## src/rtl/capture_ctrl.sv

```systemverilog
// Capture-RAM write controller: fills a circular buffer with pre-trigger
// history, waits for a trigger, then stores a fixed number of post-trigger words.
module capture_ctrl #(
  parameter int unsigned AW = 9
) (
  input  logic          clk,
  input  logic          rst_n,
  input  logic [7:0]    smpl,
  input  logic          wrt_smpl,
  input  logic          run,
  input  logic          trig_in,
  input  logic [AW-1:0] trig_pos,
  output logic          we,
  output logic [AW-1:0] waddr,
  output logic [7:0]    wdata,
  output logic          armed,
  output logic          capture_done,
  output logic [AW-1:0] trig_addr
);

  localparam int unsigned CW = AW + 1;

  typedef enum logic [2:0] {
    IDLE  = 3'd0,
    PRE   = 3'd1,
    ARMED = 3'd2,
    POST  = 3'd3,
    DONE  = 3'd4
  } state_t;

  state_t        state, state_nx;
  logic [AW-1:0] ptr, ptr_nx;
  logic [AW-1:0] tpos, tpos_nx;
  logic [CW-1:0] cnt, cnt_nx;
  logic [CW-1:0] cnt_inc;
  logic [CW-1:0] pre_len;
  logic          tpos_zero;
  logic          do_write;
  logic          we_nx;
  logic [AW-1:0] waddr_nx;
  logic [7:0]    wdata_nx;
  logic [AW-1:0] trig_addr_nx;

  // Pre-trigger depth; trig_pos=0 naturally yields the full 2**AW words
  assign pre_len   = {1'b1, {AW{1'b0}}} - CW'(tpos);
  assign cnt_inc   = cnt + CW'(1);
  assign tpos_zero = (tpos == '0);

  // State and datapath registers
  always_ff @(posedge clk or negedge rst_n) begin
    if (!rst_n) begin
      state        <= IDLE;
      ptr          <= '0;
      tpos         <= '0;
      cnt          <= '0;
      we           <= 1'b0;
      waddr        <= '0;
      wdata        <= '0;
      trig_addr    <= '0;
      armed        <= 1'b0;
      capture_done <= 1'b0;
    end else begin
      state        <= state_nx;
      ptr          <= ptr_nx;
      tpos         <= tpos_nx;
      cnt          <= cnt_nx;
      we           <= we_nx;
      waddr        <= waddr_nx;
      wdata        <= wdata_nx;
      trig_addr    <= trig_addr_nx;
      armed        <= (state_nx == ARMED);
      capture_done <= (state_nx == DONE);
    end
  end

  // Next-state logic
  always_comb begin
    state_nx = state;
    case (state)
      IDLE: begin
        if (run) state_nx = PRE;
      end
      PRE: begin
        if (!run)                                  state_nx = IDLE;
        else if (wrt_smpl && (cnt_inc == pre_len)) state_nx = ARMED;
      end
      ARMED: begin
        if (!run) begin
          state_nx = IDLE;
        end else if (trig_in) begin
          if (tpos_zero)                             state_nx = DONE;
          else if (wrt_smpl && (tpos == AW'(1)))     state_nx = DONE;
          else                                       state_nx = POST;
        end
      end
      POST: begin
        if (!run)                                    state_nx = IDLE;
        else if (wrt_smpl && (cnt_inc == CW'(tpos))) state_nx = DONE;
      end
      DONE: begin
        if (!run) state_nx = IDLE;
      end
      default: state_nx = IDLE;
    endcase
  end

  // Write path, counters and trigger-address capture
  always_comb begin
    we_nx        = 1'b0;
    waddr_nx     = waddr;
    wdata_nx     = wdata;
    ptr_nx       = ptr;
    cnt_nx       = cnt;
    tpos_nx      = tpos;
    trig_addr_nx = trig_addr;

    // A zero-length post window must not overwrite the oldest pre-trigger word
    do_write = 1'b0;
    if (run && wrt_smpl) begin
      case (state)
        PRE, POST: do_write = 1'b1;
        ARMED:     do_write = !(trig_in && tpos_zero);
        default:   do_write = 1'b0;
      endcase
    end

    if (do_write) begin
      we_nx    = 1'b1;
      waddr_nx = ptr;
      wdata_nx = smpl;
      ptr_nx   = ptr + AW'(1);
    end

    case (state)
      IDLE: begin
        if (run) begin
          ptr_nx   = '0;
          waddr_nx = '0;
          cnt_nx   = '0;
          tpos_nx  = trig_pos;
        end
      end
      PRE: begin
        if (do_write) cnt_nx = (cnt_inc == pre_len) ? '0 : cnt_inc;
      end
      ARMED: begin
        if (run && trig_in) begin
          trig_addr_nx = ptr;
          cnt_nx       = do_write ? CW'(1) : '0;
        end
      end
      POST: begin
        if (do_write) cnt_nx = cnt_inc;
      end
      default: ;
    endcase
  end

endmodule

```

## config.mk

```make
export PLATFORM = sky130hd
export DESIGN_NAME = capture_ctrl
export DESIGN_NICKNAME = d
export VERILOG_FILES = /design/src/rtl/capture_ctrl.sv
export SDC_FILE = /design/constraint.sdc
export NUM_CORES = 1
export LEC_CHECK = 0
export BUFFER_PORTS_ARGS = -buffer_cell sky130_fd_sc_hd__buf_2
export CAP_MARGIN = 0
export CORE_MARGIN = 1
export CORE_UTILIZATION = 57
export CTS_CLUSTER_DIAMETER = 30
export DETAILED_ROUTE_END_ITERATION = 6
export PLACE_DENSITY_LB_ADDON = 0.12
export SYNTH_ARGS = -nofsm -noshare
export SYNTH_HDL_FRONTEND = slang
export SYNTH_SLANG_ARGS = --single-unit
```

## constraint.sdc

```tcl
create_clock -name clk -period 3.66 [get_ports clk]
set_input_delay 0.366 -clock clk [delete_from_list [all_inputs] [get_ports clk]]
set_output_delay 0.366 -clock clk [all_outputs]
set_load 0.01 [all_outputs]
```

; ---- Yosys cells after proc, flatten, opt, wreduce, memory -nomap -nowiden
; Index checks and enable logic that the tools add are counted.
[classes]
mux = 27
n_addsub = 3
reduce_logical = 14
n_eq_ne = 13
[ops]
columns = cell, n
row1 = 9-bit two-way mux, 6
row2 = 10-bit two-way mux, 5
row3 = 10-bit one-hot mux with 4 select lines, 1
row4 = 3-bit two-way mux, 10
row5 = 3-bit one-hot mux with 5 select lines, 1
row6 = "10-bit by 1-bit adder with 10-bit output, second input constant", 1
row7 = 10-bit equality test, 1
row8 = 10-bit by 9-bit equality test with 1-bit output, 1
row9 = "10-bit by 9-bit subtractor with 10-bit output, first input constant", 1
row10 = "9-bit by 1-bit adder with 9-bit output, second input constant", 1
row11 = "3-bit by 2-bit equality test with 1-bit output, second input constant", 3
row12 = "9-bit by 1-bit equality test with 1-bit output, second input constant", 1
row13 = 9-bit zero test, 1
row14 = "2-bit inequality test, second input constant", 4
row15 = "3-bit equality test, second input constant", 2
row16 = 1-bit logical AND, 6
row17 = 5-bit AND reduction, 1
row18 = 2-bit AND reduction, 2
row19 = 4-bit nonzero test, 1
row20 = "3-bit by 1-bit equality test with 1-bit output, second input constant", 1
row21 = 3-bit zero test, 1
row22 = 1-bit two-way mux, 3
row23 = 1-bit one-hot mux with 2 select lines, 1
row24 = 2-bit OR reduction, 1
row25 = 1-bit zero test, 1
[word_totals]
elab_cells = 67
in_bits = 22
regBits = 60

; ---- Longest topological paths before layout
; Gate-level depths: netlist (run 1).
[depth]
depth_word = 8
depth_mapped = 11
depth_no_buf = 11

; ---- Worst setup path before layout (run 1)
; Ideal clock, no wire load.
[synth_timing]
kind = register -> register
from = register tpos[2]
to = register cnt[0]
period_less_slack_ps = 2879
slack_ps = 781
path_buffers = 1
t_arrival_ps = 2753
required_time_ps = 3534
path_stages_with_launch = 10
path_cell_list = dfrtp_1 -> clkbuf_1 -> or3_1 -> nor4b_1 -> ha_1 -> xnor3_1 -> o2111ai_1 -> a2111oi_4 -> nor4b_1 -> a221o_1
[synth_between]
elab_chain_cells = 8
elab_cells_between_ends = 15
cone_classes = add/sub: 1 / eq/ne: 3 / mux: 7 / reduce/logical: 4
[synth_lines]
columns = item, line_no
row1 = from (decl), 33  ; logic [AW-1:0] tpos, tpos_nx;
row2 = from (signal assigned), 65  ; tpos <= tpos_nx;
row3 = "parallel branches: the longest is 8 deep, another holds 10-bit by 9-bit subtractor with 10-bit output", -
row4 = to (signal assigned), 66  ; cnt <= cnt_nx;
row5 = to (decl), 34  ; logic [CW-1:0] cnt, cnt_nx;
; Several ways; the timed one is not identified. The select of a mux whose other input is x is not followed.
; A chain may end at the register's enable or synchronous reset.

; ---- Worst setup path in the final report (run 1)
[layout_timing]
from = register tpos[2]
to = register cnt[8]
[layout_between]
elab_chain_cells = 7
elab_cells_between_ends = 13
cone_classes = add/sub: 1 / eq/ne: 3 / mux: 5 / reduce/logical: 4
[layout_lines]
columns = item
row1 = "parallel branches: the longest is 7 deep, another holds 10-bit by 9-bit subtractor with 10-bit output"
; Several ways; the timed one is not identified. The select of a mux whose other input is x is not followed.

==> results of run 1 <==
[final timing paths]
path / to / from / cells past startpoint
max in group asynchronous: ptr[5]$_DFF_PN0_ / rst_n / 2
hold reg to reg: wdata[7]$_DFFE_PN0P_ / wdata[7]$_DFFE_PN0P_ / 2
min in group clk: wdata[1]$_DFFE_PN0P_ / smpl[1] / 3
hold / removal: waddr[6]$_DFF_PN0_ / rst_n / 1
setup reg to reg: cnt[8]$_DFFE_PN0P_ / tpos[2]$_DFFE_PN0P_ / 8
setup / recovery: cnt[8]$_DFFE_PN0P_ / tpos[2]$_DFFE_PN0P_ / 8
[report_power, final]
group / switching [mW] / total, mW / internal (mW)
registers: 0.137 / 0.890 / 0.753
clock network: 0.261 / 0.676 / 0.416
logic: 0.311 / 0.559 / 0.248
total: 0.709 / 2.13 / 1.42
[Yosys cell counts (3+ instances only)]
| master | count | area [um2] |
|---|---|---|
| a21o_1 | 6 | 45.0 |
| o211ai_1 | 5 | 37.5 |
| or4_1 | 4 | 30.0 |
| mux2_2 | 8 | 90.1 |
| nand4_1 | 7 | 43.8 |
| a31oi_1 | 3 | 18.8 |
| clkbuf_1 | 18 | 67.6 |
| ha_1 | 5 | 62.6 |
| dfrtp_1 | 60 | 1500 |
| inv_1 | 9 | 33.8 |
| nand3_1 | 20 | 100 |
| xnor3_1 | 4 | 90.1 |
| and3_1 | 4 | 25.0 |
| nor2_1 | 13 | 48.8 |
| a21oi_1 | 18 | 90.1 |
| buf_2 | 4 | 20.0 |
| nand2b_1 | 3 | 18.8 |
| a211oi_1 | 3 | 22.5 |
| o31ai_1 | 4 | 30.0 |
| xnor2_1 | 15 | 131 |
| a221o_1 | 3 | 30.0 |
| nor3_1 | 11 | 55.1 |
| nand2_1 | 89 | 334 |
| o21ai_0 | 15 | 75.1 |
| nor4_1 | 5 | 31.3 |
[metrics by stage]
stage / total power [mW] / worst slack [ns]
finish: 2.13 / 0.555
global placement: 1.43 / 0.626
global route: 2.23 / 0.375
floorplan: 1.29 / 0.781
detailed placement: 1.44 / 0.554
CTS: 2.13 / 0.533
[layout make-up]
class / instances / share of cell area [%]
multi-input combinational: 271 / 43.9
sequential: 60 / 39.5
timing repair buffer: 54 / 7.38
clock buffer: 11 / 3.99
tap: 72 / 2.37
clock inverter: 4 / 1.91
inverter: 9 / 0.889
[cell families (layout without fill, tap and decap cells)]
kind of cell,after synthesis,in the layout
adder cells (fa/ha/maj),5,5
AO/OA/AOI/OAI,66,66
XOR/XNOR,21,21
flip-flops,60,60
multiplexers,8,8
buffers and inverters,31,78
AND/OR/NAND/NOR,171,171
[per-layer routing]
metal / wire length (um) / vias up / GRT usage, % / part of all wire (%)
met5: 0 / - / 0 / 0
met4: 125 / 0 / 11.5 / 1.7
met3: 439 / 15 / 8.00 / 5.9
met2: 3630 / 97 / 45.8 / 48
met1: 3290 / 1323 / 31.8 / 44
li1: - / 1352 / - / -
[flip-flops by register name, indices dropped and copies added (netlist names)]
register / flops
capture_done: 1
state: 3
cnt: 10
wdata: 8
we: 1
armed: 1
waddr: 9
ptr: 9
tpos: 9
trig_addr: 9
[worst max-delay path, stage by stage, from the launching register on]
cell and delay [ns]:
dfrtp_1 0.48, or3_1 0.45, nor4b_1 0.29, ha_1 0.31, xnor3_1 0.37, o2111ai_1 0.14, a2111oi_4 0.55, nor3_1 0.10
a221o_1 0.28
==> impl_metrics.toml, run 1 <==
[outcome]
status = "completed"

[synth]
synthesis.area_um2 = 3290
synth-compound-area-share_pct = 14.0
synth_edf_count = 0
async_flop_share_pct = 100
ys.flop_type = "dfrtp_1"
syn_inst = 362
yosysSeqAreaShare_pct = 45.7
synth_seq_cells = 60
synth-adder-area-share_pct = 1.90
synth_warnings = 0
synth_top_family_by_area = "simple AND/OR/NAND/NOR gates"
synth_fp_nets = 389
yosysUniqueCellTypes = 45
synthMuxAreaShare_pct = 2.74
synth_xor_area_share_pct = 7.27
synth-simple-area-share_pct = 24.7
avgSynthCellArea_um2 = 9.08

[route]
wl_mm = 7.49
post-route-drc-count = 0
drt_iter0_drc = 193
vias_per_cell = 5.79
dr.pass1.iters = 5
ant_nets = 0
drt-wirelength-per-cell_um = 15.6
vias = 2787

[floorplanning]
fp.coreArea_um2 = 5540
rows = 27
die_x_um = 77.9
ioPinCount = 51
die_h_um = 77.9
start_util_pct = 59.3
die_area_um2 = 6070

[timing]
holdWs_ns = 0.148
finalSetupTns_ns = 0
fmaxAchievable_ghz = 0.322
slew_headroom_pct = 41.1
final.min_clock_period_ns = 3.11
final.period_utilization_pct = 84.8
finalClockSkew_ns = 0.0101
finalSetupViolations = 0
worst_pin_slew_ns = 0.884
drv_slew = 0
grt_setup_unrepaired = "false"
hold_violations = 0

[grt]
grt_overflow = 0
grtUsageTotal_pct = 27.0
grt_pass1_wl_mm = 12.5
grt_max_degree = 40
grt_pass1_vias = 2681
grt_antenna_before_repair = 0

[cts]
cts.clk_slew.worst_paths_ns = 0.07
clk_latency_ns = 0.34
clockRootBuffer = "clkbuf_8"
cts_sinks = 60
cts_made_buffers = 9
hold_buffers = 0
cts_max_path_buffers = 2
cts_max_level = 3
post_cts_buffers = 0
cts_tree = "built"
post_cts_resized = 0

[placement]
port_buffers = 50
hpwl_mm = 5.19
post_dp_cell_area_um2 = 3570
gp_congestion = 0.897
dpl.cell_count = 466

[final_layout]
drive_gt1_share_pct = 20.8
instances_no_fill = 481
diodes = 0
design_area_um2 = 3800
area_growth_pct = 15.6
final_common_cell = "nand2_1"
seq_area_um2 = 1500
final_cell_mix = "nand2_1 (89), dfrtp_1 (60), buf_2 (50)"
multi_input_area_um2 = 1670
final_nets = 432
nFillCells = 459
final_util_pct = 68.6

[setup_path]
startpoint_type = "register"
cp_max_fo = 10
required_ns = 3.88
endpoint_kind = "register"
criticalPathCategory = "register to register"
worstPathArrival_ns = 3.32
ff2ff_setup_slack_ns = 0.55

[job]
cap_violations = 0

[pwr]
max-vdd-ir-drop_mv = 0.372
powerDensity_nw_per_um2 = 559
power_leakage_nw = 1.80

[min_path]
hp-class = "input pin to asynchronous set/reset pin"
Note: power is estimated with default switching activity, not from simulation.
==> run 2: changes to the inputs <==
Settings changed: CORE_UTILIZATION 57 to 51.
Clock period 3.66 ns to 2.77 ns, I/O delays scaled along.
==> impl_metrics.toml, run 2 (synthesis results as in run 1) <==
[outcome]
status = "completed"

[pwr]
power_leakage_nw = 1.93
power_frac_comb_pct = 34.2
internal_power_mw = 1.86
max-vdd-ir-drop_mv = 0.438
seqPwrFrac_pct = 38.8
powerDensity_nw_per_um2 = 707
power_switching_uw = 998
swShare_pct = 35.0
power.clock.fraction_pct = 27.0
p_total_mw = 2.86

[cts]
clk_latency_ns = 0.33
cts_made_buffers = 9
cts_max_path_buffers = 2
cts_tree = "built"
cts.clk_slew.worst_paths_ns = 0.07
cts_sinks = 60
cts_max_level = 3
clockRootBuffer = "clkbuf_8"

[setup_path]
cp_slowest_cell = "or4_4"
endpoint_kind = "register"
r2r_cells = 8
crit_chain = "buf_6 > xnor2_2 > or3_4 > and2_4 > or4_4 > a2111oi_4 > a21oi_1 > a221o_1"
worstReg2RegStart = "tpos[5]$_DFFE_PN0P_"
cp_max_fo = 4
criticalPathCategory = "register to register"
startpoint_type = "register"
ff2ff_setup_slack_ns = 0.06
r2r-end = "cnt[6]$_DFFE_PN0P_"
worstPathArrival_ns = 2.92
path_buf_inv = 1
required_ns = 2.99
critical-path-max-stage-delay_ns = 0.55
crit_family = "simple AND/OR/NAND/NOR gates"

[floorplanning]
die_area_um2 = 6770
ioPinCount = 51
fp.coreArea_um2 = 6060
die_h_um = 82.3
start_util_pct = 54.2
die_x_um = 82.3
rows = 28

[timing]
final.period_utilization_pct = 97.7
final.min_clock_period_ns = 2.71
grt_setup_unrepaired = "true"
slew_headroom_pct = 51.6
finalClockSkew_ns = 0.00894
fmaxAchievable_ghz = 0.370
worst_pin_slew_ns = 0.718
finalSetupViolations = 0
drv_slew = 0
holdWs_ns = 0.129
hold_violations = 0

[min_path]
min_from = "smpl[1]"
holdPathStages = 3
hp-class = "input pin to register"
min_to = "wdata[1]$_DFFE_PN0P_"

[route]
post-route-drc-count = 0
drt-wirelength-per-cell_um = 15.5
ant_nets = 0
vias_per_cell = 5.64
wl_met1_mm = 3.62
drt_iter0_drc = 161
top_layer_used = "met4"
wl_mm = 7.91
met3_length_um = 387
met2_length_mm = 3.79
vias = 2872
dr.pass1.iters = 5

[grt]
grt_antenna_before_repair = 0
grt_max_degree = 44
grtUsageTotal_pct = 25.9
grt_pass1_vias = 2716
grt_overflow = 0
grt_pass1_wl_mm = 13.0

[placement]
dpl.cell_count = 490
gp_congestion = 0.910
post_dp_cell_area_um2 = 3740
port_buffers = 50
hpwl_mm = 5.63

[final_layout]
diodes = 0
design_area_um2 = 4040
final_nets = 456
drive_gt1_share_pct = 27.6
top_register = "cnt"
final_common_cell = "nand2_1"
final_cell_mix = "nand2_1 (89), dfrtp_1 (59), buf_2 (50)"
largest_reg_flops = 10
area_growth_pct = 23.0
final_util_pct = 66.7
instances_no_fill = 509

[job]
cap_violations = 0
[run 2: through the flow]
step                setup slack, ns  setup TNS (ns)
floorplan                    0.0226               0
global placement             0.0525               0
detailed placement          -0.0346         -0.0853
CTS                          0.0101               0
global route                -0.0470          -0.215
finish                       0.0645               0
[run 2: repair_timing]
item / 4_1_cts / 5_1_grt
gates resized for setup: 1 / 13
hold buffers: 1 / 0
endpoints found under the setup margin: 3 / 13
buffers inserted: 0 / 2
gates cloned: 0 / 0
endpoints found under the hold margin: 17 / 0
pin swaps: 0 / 5
[run 2: worst reg2reg max path, cell delays in order (launching register included)]
cell and delay, ns:
dfrtp_1 0.39, buf_6 0.13, xnor2_2 0.13, or3_4 0.34, and2_4 0.17, or4_4 0.55
a2111oi_4 0.42, a21oi_1 0.15, a221o_1 0.30
[run 2: cell type report]
type                    instances  area (um2)
fillers                       492        2020
clock buffers                  10         128
flip-flops and latches         60        1500
well taps                      75        93.8
repair buffers                 78         467
clock inverters                 6        65.1
multi-input cells             271        1750
inverters                       9        33.8
[run 2: how the worst max path moves through the flow]
| stage | startpoint | depth (start not counted) | slack [ns] | endpoint |
|---|---|---|---|---|
| final | tpos[5]$_DFFE_PN0P_ | 8 | 0.06 | cnt[6]$_DFFE_PN0P_ |
| after global routing | tpos[5]$_DFFE_PN0P_ | 9 | -0.05 | cnt[8]$_DFFE_PN0P_ |
| after CTS | cnt[0]$_DFFE_PN0P_ | 8 | 0.01 | cnt[6]$_DFFE_PN0P_ |
| after detailed placement | tpos[5]$_DFFE_PN0P_ | 9 | -0.03 | cnt[8]$_DFFE_PN0P_ |
| after global placement | tpos[5]$_DFFE_PN0P_ | 9 | 0.05 | cnt[8]$_DFFE_PN0P_ |
| after floorplan | tpos[2]$_DFFE_PN0P_ | 9 | 0.02 | cnt[0]$_DFFE_PN0P_ |
[run 2: layer usage]
metal	vias up	global-route usage, %
met4	0	11.6
met5	-	0
met1	1373	34.4
li1	1399	-
met2	90	41.4
met3	10	4.62
[run 2: power groups by stage]
stage	combinational [mW]	sequential (mW)	clock (mW)
2_1_floorplan	0.596	1.12	0
3_3_place_gp	0.899	1.11	0
3_5_place_dp	0.910	1.12	0
4_1_cts	0.920	1.11	0.786
5_1_grt	1.08	1.13	0.815
6_report	0.976	1.11	0.772
==> run 3: changes to the inputs <==
Settings changed: CORE_UTILIZATION 51 to 57.
Clock period 2.77 ns to 3.11 ns, I/O delays scaled along.
==> impl_metrics.toml, run 3 (synthesis results as in run 1) <==
[setup_path]
ff2ff_setup_slack_ns = 0.17
crit_start = "tpos[3]$_DFFE_PN0P_"
cp_max_fo = 5
r2r-end = "cnt[7]$_DFFE_PN0P_"
endpoint = "cnt[7]$_DFFE_PN0P_"
worstReg2RegStart = "tpos[3]$_DFFE_PN0P_"
endpoint_kind = "register"
worstPathArrival_ns = 3.16
startpoint_type = "register"
r2r_cells = 9
criticalPathCategory = "register to register"
required_ns = 3.33

[route]
wl_mm = 7.45
post-route-drc-count = 0
vias = 2734
met2_length_mm = 3.69
dr.pass1.iters = 4
ant_nets = 0
met3_length_um = 244
drt_iter0_drc = 114
wl_met1_mm = 3.38
drt-wirelength-per-cell_um = 15.2
vias_per_cell = 5.59
top_layer_used = "met4"

[final_layout]
final_common_cell = "nand2_1"
final_util_pct = 69.2
top_register = "cnt"
largest_reg_flops = 10
drive_gt1_share_pct = 21.8
final_cell_mix = "nand2_1 (89), dfrtp_1 (60), buf_2 (50)"
final_nets = 439
diodes = 0
area_growth_pct = 16.6

[min_path]
hp-class = "input pin to register"

[floorplanning]
die_x_um = 77.9
die_area_um2 = 6070
rows = 27
start_util_pct = 59.3
fp.coreArea_um2 = 5540
ioPinCount = 51
die_h_um = 77.9

[timing]
grt_setup_unrepaired = "false"
final.period_utilization_pct = 94.6
drv_slew = 0
finalSetupTns_ns = 0
finalClockSkew_ns = 0.00462
slew_headroom_pct = 25.9
hold_violations = 0
final.min_clock_period_ns = 2.94
worst_pin_slew_ns = 1.11
finalSetupViolations = 0
fmaxAchievable_ghz = 0.340
holdWs_ns = 0.157

[placement]
gp_congestion = 0.920
port_buffers = 50
hpwl_mm = 5.34

[pwr]
power_switching_uw = 817
powerDensity_nw_per_um2 = 632
swShare_pct = 33.7
power.clock.fraction_pct = 29.3
internal_power_mw = 1.60
power_leakage_nw = 1.82
seqPwrFrac_pct = 42.4
max-vdd-ir-drop_mv = 0.376
power_frac_comb_pct = 28.3
p_total_mw = 2.42

[grt]
grt_overflow = 0
grt_max_degree = 41
grt_antenna_before_repair = 0
grt_pass1_wl_mm = 12.4
grtUsageTotal_pct = 26.9
grt_pass1_vias = 2682

[cts]
cts_max_level = 3
cts_made_buffers = 9
cts_max_path_buffers = 2
cts_tree = "built"
cts.clk_slew.worst_paths_ns = 0.07
clockRootBuffer = "clkbuf_8"
clk_latency_ns = 0.34
cts_sinks = 60

[job]
cap_violations = 0

[outcome]
status = "completed"
## run 3: worst max-delay path, cell delays in order, from the launching register on
cell,delay (ns)
dfrtp_1,0.38
or3_1,0.44
nor4b_1,0.33
ha_1,0.33
xnor3_1,0.39
o2111ai_1,0.15
a2111oi_4,0.40
buf_4,0.21
a21oi_1,0.04
a21o_1,0.16
## run 3: routing by layer
metal,up-vias,global-route usage (%)
met3,14,6.59
met4,0,11.5
met2,52,44.4
li1,1362,-
met1,1306,33.8
met5,-,0
## run 3: worst min-delay path by stage
stage,startpoint,slack (ns),cells past startpoint,end
after floorplan,rst_n,0.02,0,armed$_DFF_PN0_
after global placement,rst_n,0.30,1,tpos[6]$_DFFE_PN0P_
after detailed placement,rst_n,0.31,1,tpos[6]$_DFFE_PN0P_
after CTS,smpl[2],0.15,3,wdata[2]$_DFFE_PN0P_
after global routing,smpl[1],0.15,3,wdata[1]$_DFFE_PN0P_
final,smpl[1],0.16,3,wdata[1]$_DFFE_PN0P_
## run 3: repair_timing
action / in CTS / in global routing
hold buffers: 1 / 0
setup endpoints to repair: 0 / 0
buffers inserted: 0 / 0
hold endpoints to repair: 20 / 0
gates resized for setup: 0 / 0
## run 3: through the flow
step                cells  setup WS, ns  area, um2
floorplan             362         0.231       3290
global placement      472         0.288       3620
detailed placement    472         0.208       3620
CTS                   489         0.167       3830
global route          489        0.0234       3830
finish                489         0.169       3830
## run 3: area by class of cell
class	instances	area, um2
multi-input cells	271	1670
flip-flops and latches	60	1500
inverters	9	33.8
clock buffers	12	155
repair buffers	61	335
clock inverters	4	47.5
well taps	72	90.1
fillers	443	1710
## run 3: power by group through the flow
stage | sequential, mW | clock, mW | combinational (mW)
global placement | 1.03 | 0 | 0.667
finish | 1.03 | 0.708 | 0.686
global route | 1.04 | 0.752 | 0.759
CTS | 1.03 | 0.718 | 0.684
detailed placement | 1.04 | 0 | 0.679
floorplan | 0.994 | 0 | 0.527
